--- src/rtl/cordic_seq_if.sv ---
// rtl/cordic_seq_if.sv - handshake and datapath-control bundle for the CORDIC sequencer
interface cordic_seq_if;
   // operation request side
   logic       start;
   logic       mode_sel;
   logic       abort;
   logic       result_ack;
   // datapath feedback
   logic [3:0] counter;
   // datapath control and status
   logic       cordic_mode;
   logic [1:0] in_mux_ctl;
   logic       counter_rst;
   logic       counter_hold;
   logic       busy;
   logic       result_valid;
   logic       sync_err;

   // environment side: issues requests, owns the datapath counter
   modport master (
      output start, mode_sel, abort, result_ack, counter,
      input  cordic_mode, in_mux_ctl, counter_rst, counter_hold,
             busy, result_valid, sync_err
   );

   // sequencer side
   modport slave (
      input  start, mode_sel, abort, result_ack, counter,
      output cordic_mode, in_mux_ctl, counter_rst, counter_hold,
             busy, result_valid, sync_err
   );
endinterface

--- src/rtl/cordic_seq.sv ---
// rtl/cordic_seq.sv - sequencing FSM for an iterative CORDIC datapath
module cordic_seq #(
   parameter int NUM_ITER = 8,
   parameter bit CHECK_EN = 1'b1
) (
   input logic        clka,
   input logic        reset,
   cordic_seq_if.slave bus
);

   localparam logic [1:0] IDLE = 2'd0;
   localparam logic [1:0] LOAD = 2'd1;
   localparam logic [1:0] ITER = 2'd2;
   localparam logic [1:0] DONE = 2'd3;

   // input mux encodings seen by the datapath
   localparam logic [1:0] MUX_THETA = 2'b00;
   localparam logic [1:0] MUX_XY    = 2'b10;
   localparam logic [1:0] MUX_FB    = 2'b01;
   localparam logic [1:0] MUX_HOLD  = 2'b11;

   // last micro-rotation index; iter_cnt stops here and never wraps
   localparam logic [3:0] LAST_ITER = 4'(NUM_ITER - 1);

   logic [1:0] state;
   logic [3:0] iter_cnt;
   logic       mode_q;
   logic       sync_err_q;
   logic       cnt_mismatch;

   // the datapath counter must track iter_cnt exactly while rotating
   assign cnt_mismatch = CHECK_EN && (bus.counter != iter_cnt);

   // state, iteration count, captured mode and sticky mismatch flag
   always_ff @(posedge clka) begin
      if (reset) begin
         state      <= IDLE;
         iter_cnt   <= 4'd0;
         mode_q     <= 1'b0;
         sync_err_q <= 1'b0;
      end else begin
         case (state)
            IDLE: begin
               iter_cnt <= 4'd0;
               if (bus.start) begin
                  state      <= LOAD;
                  mode_q     <= bus.mode_sel;
                  sync_err_q <= 1'b0;
               end
            end
            LOAD: begin
               if (bus.abort) begin
                  state <= IDLE;
               end else begin
                  iter_cnt <= 4'd0;
                  state    <= ITER;
               end
            end
            ITER: begin
               // abort takes priority so a cancelled run never flags a mismatch
               if (bus.abort) begin
                  state <= IDLE;
               end else if (cnt_mismatch) begin
                  sync_err_q <= 1'b1;
                  state      <= IDLE;
               end else if (iter_cnt == LAST_ITER) begin
                  state <= DONE;
               end else begin
                  iter_cnt <= iter_cnt + 4'd1;
               end
            end
            DONE: begin
               // a start arriving with the ack is dropped; it must be re-issued in IDLE
               if (bus.abort || bus.result_ack) begin
                  state <= IDLE;
               end
            end
            default: state <= IDLE;
         endcase
      end
   end

   // datapath controls decoded from state (and the registered mode only)
   always_comb begin
      bus.in_mux_ctl   = MUX_HOLD;
      bus.counter_rst  = 1'b1;
      bus.counter_hold = 1'b0;
      bus.result_valid = 1'b0;
      bus.busy         = 1'b1;
      case (state)
         IDLE: begin
            bus.busy = 1'b0;
         end
         LOAD: begin
            bus.in_mux_ctl = mode_q ? MUX_XY : MUX_THETA;
         end
         ITER: begin
            bus.in_mux_ctl  = MUX_FB;
            bus.counter_rst = 1'b0;
         end
         DONE: begin
            bus.counter_rst  = 1'b0;
            bus.counter_hold = 1'b1;
            bus.result_valid = 1'b1;
         end
         default: begin
            bus.busy = 1'b0;
         end
      endcase
   end

   assign bus.cordic_mode = mode_q;
   assign bus.sync_err    = sync_err_q;

endmodule
--- src/flat_wrapper.sv ---
// flat-port wrapper written by rule: the top's interface ports become plain ports
module cordic_seq_flat 
#(
   parameter int NUM_ITER = 8,
   parameter bit CHECK_EN = 1'b1
)
  (clka, reset, bus_start, bus_mode_sel, bus_abort, bus_result_ack, bus_counter, bus_cordic_mode, bus_in_mux_ctl, bus_counter_rst, bus_counter_hold, bus_busy, bus_result_valid, bus_sync_err);
  cordic_seq_if bus_i ();
  input logic clka;
  input logic reset;
  input wire logic [$bits(bus_i.start)-1:0] bus_start;
  input wire logic [$bits(bus_i.mode_sel)-1:0] bus_mode_sel;
  input wire logic [$bits(bus_i.abort)-1:0] bus_abort;
  input wire logic [$bits(bus_i.result_ack)-1:0] bus_result_ack;
  input wire logic [$bits(bus_i.counter)-1:0] bus_counter;
  output wire logic [$bits(bus_i.cordic_mode)-1:0] bus_cordic_mode;
  output wire logic [$bits(bus_i.in_mux_ctl)-1:0] bus_in_mux_ctl;
  output wire logic [$bits(bus_i.counter_rst)-1:0] bus_counter_rst;
  output wire logic [$bits(bus_i.counter_hold)-1:0] bus_counter_hold;
  output wire logic [$bits(bus_i.busy)-1:0] bus_busy;
  output wire logic [$bits(bus_i.result_valid)-1:0] bus_result_valid;
  output wire logic [$bits(bus_i.sync_err)-1:0] bus_sync_err;
  assign bus_i.start = bus_start;
  assign bus_i.mode_sel = bus_mode_sel;
  assign bus_i.abort = bus_abort;
  assign bus_i.result_ack = bus_result_ack;
  assign bus_i.counter = bus_counter;
  assign bus_cordic_mode = bus_i.cordic_mode;
  assign bus_in_mux_ctl = bus_i.in_mux_ctl;
  assign bus_counter_rst = bus_i.counter_rst;
  assign bus_counter_hold = bus_i.counter_hold;
  assign bus_busy = bus_i.busy;
  assign bus_result_valid = bus_i.result_valid;
  assign bus_sync_err = bus_i.sync_err;
  cordic_seq #(.NUM_ITER(NUM_ITER), .CHECK_EN(CHECK_EN)) u_core (.clka(clka), .reset(reset), .bus(bus_i));
endmodule
--- config.mk ---
export PLATFORM = sky130hd
export DESIGN_NAME = cordic_seq_flat
export DESIGN_NICKNAME = d
export VERILOG_FILES = /design/src/rtl/cordic_seq_if.sv /design/src/rtl/cordic_seq.sv /design/src/flat_wrapper.sv
export SDC_FILE = /design/constraint.sdc
export NUM_CORES = 1
export LEC_CHECK = 0
export CAP_MARGIN = 20
export CELL_PAD_IN_SITES_DETAIL_PLACEMENT = 1
export CELL_PAD_IN_SITES_GLOBAL_PLACEMENT = 1
export CORE_UTILIZATION = 32
export CTS_BUF_LIST = sky130_fd_sc_hd__clkbuf_8
export CTS_CLUSTER_DIAMETER = 150
export DETAILED_ROUTE_END_ITERATION = 10
export GPL_TIMING_DRIVEN = 0
export PLACE_DENSITY_LB_ADDON = 0.12
export SLEW_MARGIN = 20
export SYNTH_ARGS = -nofsm -noshare
export SYNTH_HDL_FRONTEND = slang
export SYNTH_SLANG_ARGS = --single-unit
--- constraint.sdc ---
create_clock -name clka -period 1.4 [get_ports clka]
set_input_delay 0.28 -clock clka [delete_from_list [all_inputs] [get_ports clka]]
set_output_delay 0.28 -clock clka [all_outputs]
set_load 0.02 [all_outputs]
# --- After elaboration in Yosys (flattened, before gate mapping) ---
# Cells that the tools add are included.
totals:
  inputBits: 10
  word_cells: 48
  ff_bits: 8
classes:
  addsub: 1
  muxes: 21
  reduce_logical: 9
  n_eq_ne: 13
ops:
  columns: ["operator", "count"]
  rows:
  - ["$mux W4", 4]
  - ["$mux W2", 7]
  - ["$pmux W4 S3", 1]
  - ["$ne A2 B2 Y1 const B", 5]
  - ["$pmux W2 S4", 1]
  - ["$mux W1", 6]
  - ["$reduce_and A5 Y1", 1]
  - ["$add A4 B1 Y4 const B", 1]
  - ["$eq A2 B2 Y1 const B", 2]
  - ["$eq A4 B3 Y1 const B", 1]
  - ["$ne A2 B1 Y1 const B", 2]
  - ["$ne A4 B2 Y1 const B", 1]
  - ["$ne A4 B4 Y1", 1]
  - ["$pmux W2 S2", 1]
  - ["$reduce_and A4 Y1", 1]
  - ["$reduce_and A3 Y1", 1]
  - ["$reduce_bool A3 Y1", 1]
  - ["$eq A2 B1 Y1 const B", 1]
  - ["$logic_not A2 Y1", 1]
  - ["$pmux W1 S2", 1]
  - ["$reduce_and A2 Y1", 1]
  - ["$reduce_bool A2 Y1", 1]
  - ["$reduce_or A2 Y1", 1]
  - ["$logic_or A1 B1 Y1", 1]

# --- Depth between registers and ports, before layout ---
# Gate-level depths: netlist (run 1).
depth:
  word_depth: 5
  depth_mapped: 5
  depth_no_buf: 5

# --- Worst setup path before layout (run 1) ---
# Ideal clock, no wire load.
synth_timing:
  path_kind: "reg2out"
  from: "register u_core.state[1]"
  to: "output port bus_in_mux_ctl[1]"
  path_slack_ps: 129
  t_arrival_ps: 991
  path_stages_with_launch: 4
  path_cell_list: "dfxtp_1 > inv_1 > nand2_1 > o21a_1"
synth_between:
  elab_chain_len: 2
synth_lines:
  columns: ["element", "line_no", "source"]
  rows:
  - ["from (decl)", "cordic_seq.sv:25", "logic [1:0] state;"]
  - ["from (signal assigned)", "cordic_seq.sv:37", "state <= IDLE;"]
  - ["from (signal assigned)", "cordic_seq.sv:46", "state <= LOAD;"]
  - ["from (signal assigned)", "cordic_seq.sv:53", "state <= IDLE;"]
  - ["$eq A2 B2 Y1 or $eq A2 B1 Y1 (tied branches)", "cordic_seq.sv:90", "case (state)"]
  - ["$pmux W2 S2 (*)", "cordic_seq.sv:90", null]
  - ["to (decl)", "flat_wrapper.sv:17", "output wire logic [$bits(bus_i.in_mux_ctl)-1:0] bus_in_mux_ctl;"]
# Mark *: on every way between the ends. The rest lies on a longest branch, timed or not.

==> results.ini, run 1 <==
[sta]
rsz0062_at_grt=true
period_share_pct=98.7
setup_violations=0
fin_crit_ns=1.38
slew_violations=0
max_freq_ghz=0.724
hold_viol_final=0
slew_headroom_pct=72.7
worst_pin_slew_ns=0.409
clock_skew_ns=0.00304

[critical_path]
required_ns=1.55
crit_path_end_kind=flop
cp_max_fo=7
crit_path_start_kind=input pin
critPathArrivalTime_ns=1.54
critPathKind=in -> reg

[synth]
syn_inst=64
synthTopCellsByArea=dfxtp_1 31%, xnor2_1 6.8%, mux2i_1 5.8%, nor2_1 5.8%, a211oi_2 4.9%
synthesis.area_sq_um=515
synth_ff_type=dfxtp_1
netlist_top_cells_count=8 x dfxtp_1, 8 x nor2_1, 5 x a21oi_1, 5 x nand2_1
synth-seq-cells=8
synth_top_area_cell=dfxtp_1
async_flop_share_pct=0
yosys_warnings=0
synth_cell_types=27
synth_top_area_share_pct=31.1
seq_area_frac_synth_pct=31.1
synth_edf_count=0
syn_nets=75
avgSynthCellArea_sq_um=8.05

[placement]
placed_cells=97
routabilityCongestion=0.692
placed_cell_area_sq_um=706
io_buffers=17
dp_hpwl_microns=1020

[route]
drt-vias-per-instance=5.39
remaining_drc_errors=0
antenna_left=0
vias=544
drt_pre_antenna_iters=2
wl_microns=1400
wire_per_inst_microns=13.9
drtIter0Drc=2

[finish]
register_area_sq_um=168
layoutNonFillerInstCount=101
fillers=188
area_growth_pct=46.4
design_area_sq_um=754
multi_input_area_sq_um=349
diodes=0
post_route_cells_drive_above_1_share_pct=23.5
nNetsFinal=98

[clocking]
root_buffer=clkbuf_8
cts_max_level=1
cts.reportedPaths.clkPinSlew_ns=0.04
cts.path.max_buffers=2
cts_tree=built
cts.sinks=8
insertion_delay_ns=0.23
cts_buffers=3

[global_routing]
antenna_found_initial=0
gr-total-overflow=0
grt_max_degree=10
grt_pass1_wl_microns=2470
grt_pass1_vias=569
grt_use_total_pct=18.9

[die]
die_height_microns=42.1
ioPinCount=18
die_area_sq_um=1780
fp.coreArea_sq_um=1510
chipWidth_microns=42.1
initial_core_util_pct=34.2
fp-row-count=14

[flow_run]
maxCapViolCount=0

[pwr]
irDropWorstVdd_mv=0.643
power_leakage_nw=0.284
p_per_area_nw_per_um2=881
power_w=0.000664

[outcome]
status=finished clean

[hold_path]
hold_path_class=reg -> reg

through the flow:
step	TNS [ns]	worst slack [ns]	utilization, %	hold WS, ns
finish	0	0.0187	50.1	0.518
global route	-0.156	-0.0555	50.1	0.540
CTS	0	0.00218	49.4	0.525
detailed placement	-2.24	-0.277	46.8	0.513
global placement	-2.04	-0.268	46.8	0.506
floorplan	0	0.129	-	0.345
kinds of logic after synthesis:
kind of cell | count (synthesis) | synth area share, %
XOR/XNOR | 4 | 6.80
flip-flops | 8 | 31.1
adder cells (fa/ha/maj) | 1 | 2.43
buffers and inverters | 5 | 4.37
AND/OR/NAND/NOR | 32 | 34.5
multiplexers | 3 | 5.83
AO/OA/AOI/OAI | 11 | 15.0
worst max-delay path, stage by stage:
cell,delay [ns]
clkdlybuf4s50_1,0.55
nor2_1,0.40
nand4b_1,0.16
mux2i_1,0.14
power by group:
group / internal [W] / switching (W)
Sequential: 0.000236 / 0.0000118
Clock: 0.000186 / 0.0000880
Combinational: 0.0000700 / 0.0000731
Total: 0.000492 / 0.000173
state kept, by name, indices dropped and copies added, names as in the netlist:
register	cells
u_core.state	2
u_core.bus.sync_err	1
u_core.iter_cnt	4
u_core.bus.cordic_mode	1
final timing paths:
path                      startpoint                 end  slack [ns]  cells after the start
setup / recovery               reset  u_core.iter_cnt[0]        0.02                      4
hold / removal    u_core.iter_cnt[1]  u_core.iter_cnt[1]        0.52                      2
hold reg to reg   u_core.iter_cnt[1]  u_core.iter_cnt[1]        0.52                      2
setup reg to reg  u_core.iter_cnt[0]     u_core.state[0]        0.04                      5
final cells by class:
cell class	count	area share, %
repair buffers	18	20.4
flip-flops and latches	8	22.2
multi-input cells	51	46.3
plain buffers	1	0.995
well taps	16	2.65
inverters	4	1.99
clock buffers	3	5.47
cells in the final DEF, fill, tap and decap left out, types with 4 or more instances in the layout:
cell and n:
inv_1 4, clkdlybuf4s50_1 8, xnor2_1 4, a21oi_1 5, nand2_1 5, nor2_1 7
dfxtp_1 6
what timing repair did:
action	in CTS	in global routing
resized for setup	23	8
cloned	0	0
setup endpoints to repair	12	9
pin swaps	0	2
hold buffers	0	0
buffers inserted	0	1
per-layer routing:
metal,GRT usage (%),up-vias,wire length [microns]
li1,-,272,-
met2,30.9,8,702
met1,22.6,262,645
met3,6.47,2,47
met5,0,-,0
met4,7.50,0,10
(Power assumes the default switching activity.)
==> run 2, diff against run 1 <==
--- a/config.mk
+++ b/config.mk
@@ -5,6 +5,7 @@
 export SDC_FILE = /design/constraint.sdc
 export NUM_CORES = 1
 export LEC_CHECK = 0
+export ABC_CLOCK_PERIOD_IN_PS = 1400
 export CAP_MARGIN = 20
 export CELL_PAD_IN_SITES_DETAIL_PLACEMENT = 1
 export CELL_PAD_IN_SITES_GLOBAL_PLACEMENT = 1
@@ -12,6 +13,7 @@
 export CTS_BUF_LIST = sky130_fd_sc_hd__clkbuf_8
 export CTS_CLUSTER_DIAMETER = 150
 export DETAILED_ROUTE_END_ITERATION = 10
+export GPL_ROUTABILITY_DRIVEN = 0
 export GPL_TIMING_DRIVEN = 0
 export PLACE_DENSITY_LB_ADDON = 0.12
 export SLEW_MARGIN = 20
==> results of run 2 <==
The final DEF is identical to that of run 1; final timing and power are the same.
